===== src/rtl/ifft8_pkg.sv =====
// Shared types and constants for the 8-point sequential DIF inverse FFT.
// Holds the packed Q8.8 complex word, the datapath widths, the conjugate
// twiddle table, the 3-bit bit-reversal helper and the FSM state encoding.
package ifft8_pkg;

  localparam int N      = 8;
  localparam int LOG2N  = 3;
  localparam int STAGES = LOG2N;
  localparam int DATA_W = 16;
  localparam int COEF_W = 16;
  localparam int FRAC   = 8;

  typedef struct packed {
    logic signed [DATA_W-1:0] re;
    logic signed [DATA_W-1:0] im;
  } cplx_t;

  // Conjugate twiddles e^{+j*2*pi*n/8}, n = 0..3, in Q8.8.
  localparam cplx_t TWIDDLE [4] = '{
    32'h0100_0000,
    32'h00b5_00b5,
    32'h0000_0100,
    32'hff4b_00b5
  };

  typedef enum logic [1:0] {
    LOAD   = 2'd0,
    CALC   = 2'd1,
    UNLOAD = 2'd2
  } state_t;

  function automatic logic [LOG2N-1:0] bitrev3(input logic [LOG2N-1:0] v);
    return {v[0], v[1], v[2]};
  endfunction

endpackage


===== src/rtl/ifft8_dif_bfly.sv =====
// Combinational radix-2 DIF butterfly for the inverse FFT.
// Ports:
//   a, b   : complex inputs (a at the lower memory index)
//   tw     : conjugate twiddle applied to the difference term
//   a_out  : (a + b) / 2
//   b_out  : ((a - b) / 2) * tw
// The halving in every butterfly provides the overall 1/8 scaling.
module dif_bfly
  import ifft8_pkg::*;
(
  input  cplx_t a,
  input  cplx_t b,
  input  cplx_t tw,
  output cplx_t a_out,
  output cplx_t b_out
);

  // Sum or difference on a 17-bit signed intermediate, then an arithmetic
  // shift back to 16 bits; the halving guarantees the result fits.
  function automatic logic signed [DATA_W-1:0] half_sum(
    input logic signed [DATA_W-1:0] x,
    input logic signed [DATA_W-1:0] y,
    input logic                     sub
  );
    logic signed [DATA_W:0] ext;
    ext = sub ? ((DATA_W+1)'(x) - (DATA_W+1)'(y))
              : ((DATA_W+1)'(x) + (DATA_W+1)'(y));
    return ext[DATA_W:1];
  endfunction

  // Q8.8 x Q8.8 product truncated back to Q8.8 (bits [23:8], no rounding).
  function automatic logic signed [DATA_W-1:0] q88_mul(
    input logic signed [DATA_W-1:0] x,
    input logic signed [COEF_W-1:0] c
  );
    logic signed [DATA_W+COEF_W-1:0] p;
    p = (DATA_W+COEF_W)'(x) * (DATA_W+COEF_W)'(c);
    return p[DATA_W+FRAC-1:FRAC];
  endfunction

  logic signed [DATA_W-1:0] d_re;
  logic signed [DATA_W-1:0] d_im;

  always_comb begin
    a_out.re = half_sum(a.re, b.re, 1'b0);
    a_out.im = half_sum(a.im, b.im, 1'b0);
    d_re     = half_sum(a.re, b.re, 1'b1);
    d_im     = half_sum(a.im, b.im, 1'b1);
    b_out.re = q88_mul(d_re, tw.re) - q88_mul(d_im, tw.im);
    b_out.im = q88_mul(d_re, tw.im) + q88_mul(d_im, tw.re);
  end

endmodule


===== src/rtl/ifft8_dif_seq.sv =====
// Sequential 8-point radix-2 DIF inverse FFT, scaled by 1/8.
// Loads 8 frequency samples serially, runs 12 in-place butterflies through
// one shared dif_bfly, then streams 8 time samples out in natural order.
// Ports:
//   clk, rst             : clock, synchronous active-high reset
//   in_data/valid/ready  : X[k] input stream, {Re, Im} signed Q8.8
//   out_data/valid/ready : x[n] output stream, same format
//   out_last             : marks sample n = 7
module ifft8_dif_seq
  import ifft8_pkg::*;
(
  input  logic        clk,
  input  logic        rst,
  input  logic [31:0] in_data,
  input  logic        in_valid,
  output logic        in_ready,
  output logic [31:0] out_data,
  output logic        out_valid,
  input  logic        out_ready,
  output logic        out_last
);

  state_t           state;
  state_t           state_nxt;
  logic [LOG2N-1:0] wr_cnt;
  logic [LOG2N-1:0] rd_cnt;
  logic [1:0]       stage;
  logic [1:0]       bfly_idx;
  logic [31:0]      mem [N];

  logic [LOG2N-1:0] lo_addr;
  logic [LOG2N-1:0] hi_addr;
  logic [1:0]       tw_sel;
  cplx_t            bf_a;
  cplx_t            bf_b;
  cplx_t            bf_tw;
  cplx_t            bf_a_out;
  cplx_t            bf_b_out;

  logic in_fire;
  logic out_fire;
  logic calc_done;

  assign in_ready  = (state == LOAD) && !rst;
  assign out_valid = (state == UNLOAD) && !rst;
  assign out_last  = out_valid && (rd_cnt == LOG2N'(N-1));
  assign out_data  = out_valid ? mem[bitrev3(rd_cnt)] : '0;

  assign in_fire   = in_valid && in_ready;
  assign out_fire  = out_valid && out_ready;
  assign calc_done = (state == CALC) && (stage == 2'(STAGES-1)) && (bfly_idx == 2'd3);

  // Pair addresses and twiddle index from stage and butterfly index:
  // stage 0 spans 4, stage 1 spans 2 inside each half, stage 2 spans 1.
  always_comb begin
    lo_addr = {1'b0, bfly_idx};
    hi_addr = {1'b1, bfly_idx};
    tw_sel  = bfly_idx;
    case (stage)
      2'd1: begin
        lo_addr = {bfly_idx[1], 1'b0, bfly_idx[0]};
        hi_addr = {bfly_idx[1], 1'b1, bfly_idx[0]};
        tw_sel  = {bfly_idx[0], 1'b0};
      end
      2'd2: begin
        lo_addr = {bfly_idx, 1'b0};
        hi_addr = {bfly_idx, 1'b1};
        tw_sel  = 2'd0;
      end
      default: ;
    endcase
  end

  assign bf_a  = mem[lo_addr];
  assign bf_b  = mem[hi_addr];
  assign bf_tw = TWIDDLE[tw_sel];

  dif_bfly u_bfly (
    .a     (bf_a),
    .b     (bf_b),
    .tw    (bf_tw),
    .a_out (bf_a_out),
    .b_out (bf_b_out)
  );

  always_comb begin
    state_nxt = state;
    case (state)
      LOAD:    if (in_fire && (wr_cnt == LOG2N'(N-1)))  state_nxt = CALC;
      CALC:    if (calc_done)                            state_nxt = UNLOAD;
      UNLOAD:  if (out_fire && (rd_cnt == LOG2N'(N-1))) state_nxt = LOAD;
      default: state_nxt = LOAD;
    endcase
  end

  always_ff @(posedge clk) begin
    if (rst) begin
      state    <= LOAD;
      wr_cnt   <= '0;
      rd_cnt   <= '0;
      stage    <= '0;
      bfly_idx <= '0;
    end else begin
      state <= state_nxt;
      if (in_fire) wr_cnt <= wr_cnt + 1'b1;
      if (out_fire) rd_cnt <= rd_cnt + 1'b1;
      if (state == CALC) begin
        bfly_idx <= bfly_idx + 2'd1;
        if (bfly_idx == 2'd3) stage <= calc_done ? 2'd0 : stage + 2'd1;
      end
    end
  end

  // Register file holds data only; its contents are don't-care after reset.
  always_ff @(posedge clk) begin
    if (in_fire) begin
      mem[wr_cnt] <= in_data;
    end else if (state == CALC) begin
      mem[lo_addr] <= bf_a_out;
      mem[hi_addr] <= bf_b_out;
    end
  end

endmodule


===== config.mk =====
export PLATFORM = sky130hd
export DESIGN_NAME = ifft8_dif_seq
export DESIGN_NICKNAME = d
export VERILOG_FILES = /design/src/rtl/ifft8_pkg.sv /design/src/rtl/ifft8_dif_bfly.sv /design/src/rtl/ifft8_dif_seq.sv
export SDC_FILE = /design/constraint.sdc
export NUM_CORES = 2
export LEC_CHECK = 0
export CORE_ASPECT_RATIO = 0.7
export CORE_MARGIN = 4
export CORE_UTILIZATION = 65
export DETAILED_ROUTE_END_ITERATION = 6
export DONT_BUFFER_PORTS = 1
export GPL_TIMING_DRIVEN = 0
export PLACE_DENSITY = 0.79
export SLEW_MARGIN = 25
export SYNTH_ARGS = -nofsm -noshare
export SYNTH_HDL_FRONTEND = slang
export SYNTH_SLANG_ARGS = --single-unit

===== constraint.sdc =====
create_clock -name clk -period 19 [get_ports clk]
set_clock_uncertainty 0.05 [all_clocks]
set_input_delay 1.9 -clock clk [delete_from_list [all_inputs] [get_ports clk]]
set_output_delay 1.9 -clock clk [all_outputs]
set_load 0.01 [all_outputs]

==> metrics.yaml <==
status: "finished, violations left"
failing_checks: "design-rule violations"
crit_path_class: "flip-flop to flip-flop"
synth_top_area_frac: 0.224
maximum_vdd_drop_mv: 0.0721
place_ws_ns: 4.64
setup_viol_count_final: 0
powerDensity_mw_per_mm2: 34.9
netlist.top_cell.by_area: "sky130_fd_sc_hd__fa_1"
first_pass_iters: 7
max_slew.worst_pin.slew_ns: 1.31
synth.ff_latch_count: 271
period_minus_ws_final_ns: 15.09
timing.max_slew.rel_slack: 0.129
timing.final.ws_setup_ns: 3.91
cts.hold.buffers_added: 0
yosysSeqAreaShare: 0.189
critPathMaxStageDelay_ns: 0.72
finalMaxSlewViolations: 0
overflow: 0
numCtsBuffers: 26
max_cap_violations: 0
min_path_type: "flip-flop to flip-flop"
ys_top_cells_by_area: "sky130_fd_sc_hd__fa_1 (22%), sky130_fd_sc_hd__edfxtp_1 (18%), sky130_fd_sc_hd__ha_1 (14%), sky130_fd_sc_hd__inv_1 (7.2%), sky130_fd_sc_hd__mux4_2 (6.7%)"
largest_buffer_count_on_any_clock_path: 3
critical_path_required_ns: 19.29
cpMostUsedCell: "sky130_fd_sc_hd__ha_1"
initial_utilization: 0.663
gp_routability_congestion: 1.13
core_region_area_sq_mm: 0.0637
detail_route.drc_violations: 52
post_cts_buffers: 0
global_route.usage.total: 0.426
share_of_flip_flops_with_an_asynchronous_set_or_reset_after_synthesis: 0
boundaryPins: 71
design.die.area_sq_mm: 0.0691
hold_violations: 0
layout-drive-gt1-share: 0.0718
grt_setup_unrepaired: "no"
yosys_warnings: 0
critical_path.max_fanout: 11
unique_cell_type_count_in_the_yosys_netlist: 91
routed-via-count: 35400
clock_latency_ns: 0.61
routed_wirelength_um: 148000
pin_count_of_the_biggest_net_entering_global_routing: 18
place_hpwl_um: 118000
numPortBuffers: 0
cts_tree: "built"
clock_tree.htree_level_count: 1
cpMaxStageDelayCell: "sky130_fd_sc_hd__clkbuf_1"
clk_root_buf: "sky130_fd_sc_hd__clkbuf_16"
floorplan.die.height_um: 221
area_growth_syn_to_layout_pct: 6.09
final.period_utilization: 0.794
dr.first_iter.drc_count: 5911
syn-num-nets: 5396
number_of_antenna_violations_at_the_first_check_in_global_routing: 13
static-leakage-power_uw: 0.0213
timing.critical_path.from_type: "flip-flop"
synth.cell_area_sq_mm: 0.0422
die_x_um: 313
timing.critical_path.to_type: "flip-flop"
first_global_vias: 34500
drt-vias-per-instance: 6.61
cts.sinks: 271
layout.nets: 5443
synth-edff-count: 256
synthesis.area_per_instance_sq_um: 9.55
post_cts.resized_instances: 0
clk_transition_reported_paths_ns: 0.08
syn-instance-count: 4420
worstPathArrival_ns: 15.38
synthFlopType: "sky130_fd_sc_hd__edfxtp_1"
antenna_violating_nets_post_route: 0
max_freq_ghz: 0.0663
grt_first_pass_wirelength_um: 219000
fin_tns_setup_ns: 0
routed_wire_per_std_cell_um: 27.7
placementRows: 77
final timing paths:
kind                     startpoint                     end  slack [ns]  cells past startpoint
max           stage[0]$_SDFFE_PP0P_    mem[7][15]$_DFFE_PP_        3.91                     43
min          rd_cnt[2]$_SDFFE_PP0P_  rd_cnt[2]$_SDFFE_PP0P_        0.46                      2
max reg2reg   stage[0]$_SDFFE_PP0P_    mem[7][15]$_DFFE_PP_        3.91                     43
min reg2reg  rd_cnt[2]$_SDFFE_PP0P_  rd_cnt[2]$_SDFFE_PP0P_        0.46                      2
power by group:
group | internal (uW) | total [uW] | switching [uW]
clock | 298 | 567 | 269
sequential | 661 | 668 | 6.27
combinational | 116 | 327 | 211
total | 1080 | 1560 | 487
cell usage in the layout, fill, tap and decap left out, drive strengths merged, types with 138 or more instances in the layout:
cell and n:
ha 468, a21oi 232, edfxtp 256, nand3 140
nand2 389, inv 807, xnor2 138, fa 472
nor2 335, clkbuf 187
layer usage:
metal	share of wire	vias up	GRT usage
li1	-	14800	-
met1	0.38	16900	0.603
met2	0.38	3054	0.563
met3	0.19	628	0.213
met4	0.049	18	0.146
met5	0.0030	-	0.0138
layout make-up:
type                    count  area [sq um]
well taps                 869          1090
clock inverters            13           136
repair buffers             19           433
fillers                  4841         18900
diodes                      8          20.0
multi-input cells        3151         30600
clock buffers              35           726
plain buffers             191           790
flip-flops and latches    271          7990
inverters                 807          3030
flip-flops by register name (all words and copies together), names as in the netlist, named ones only:
signal and cells:
wr_cnt 3, stage 2, state 2, mem 256, bfly_idx 2, rd_cnt 3
synthesized netlist by cell type (59+ instances only):
cell type,number
sky130_fd_sc_hd__o21ai_0,106
sky130_fd_sc_hd__a21oi_1,231
sky130_fd_sc_hd__xnor2_1,138
sky130_fd_sc_hd__inv_1,804
sky130_fd_sc_hd__fa_1,472
sky130_fd_sc_hd__nor3_1,59
sky130_fd_sc_hd__mux2i_1,128
sky130_fd_sc_hd__nor2_1,334
sky130_fd_sc_hd__clkbuf_1,146
sky130_fd_sc_hd__ha_1,468
sky130_fd_sc_hd__nand3_1,140
sky130_fd_sc_hd__nand2_1,389
sky130_fd_sc_hd__mux4_2,126
sky130_fd_sc_hd__edfxtp_1,256
worst max-delay path, delay by kind of cell (launching register included):
family | cells | cell delay, ns
buf+inv | 14 | 5.21
fa+ha+maj | 10 | 3.64
compound gates | 10 | 2.87
simple gates | 5 | 1.33
xor+xnor | 3 | 1.14
flops | 1 | 0.38
mux | 1 | 0.14
cell families (layout without fill, tap and decap cells):
kind of cell | Yosys count | after routing | synth area share
AND/OR/NAND/NOR | 1186 | 1186 | 0.130
adder cells (fa/ha/maj) | 941 | 941 | 0.363
flip-flops | 271 | 271 | 0.189
XOR/XNOR | 176 | 176 | 0.0392
AO/OA/AOI/OAI | 560 | 560 | 0.0827
multiplexers | 288 | 288 | 0.107
buffers and inverters | 998 | 1065 | 0.0894
other | 0 | 8 | 0
metrics by stage:
stage	hold slack [ns]	cells	instance area, sq um	util	total power, uW
floorplan	0.416	4420	42200	-	893
global placement	0.433	5289	43300	0.680	984
detailed placement	0.454	5308	43900	0.689	994
CTS	0.463	5356	44700	0.702	1530
global route	0.510	5361	44800	0.703	1600
finish	0.465	5364	44800	0.703	1560
(Power assumes the default switching activity.)
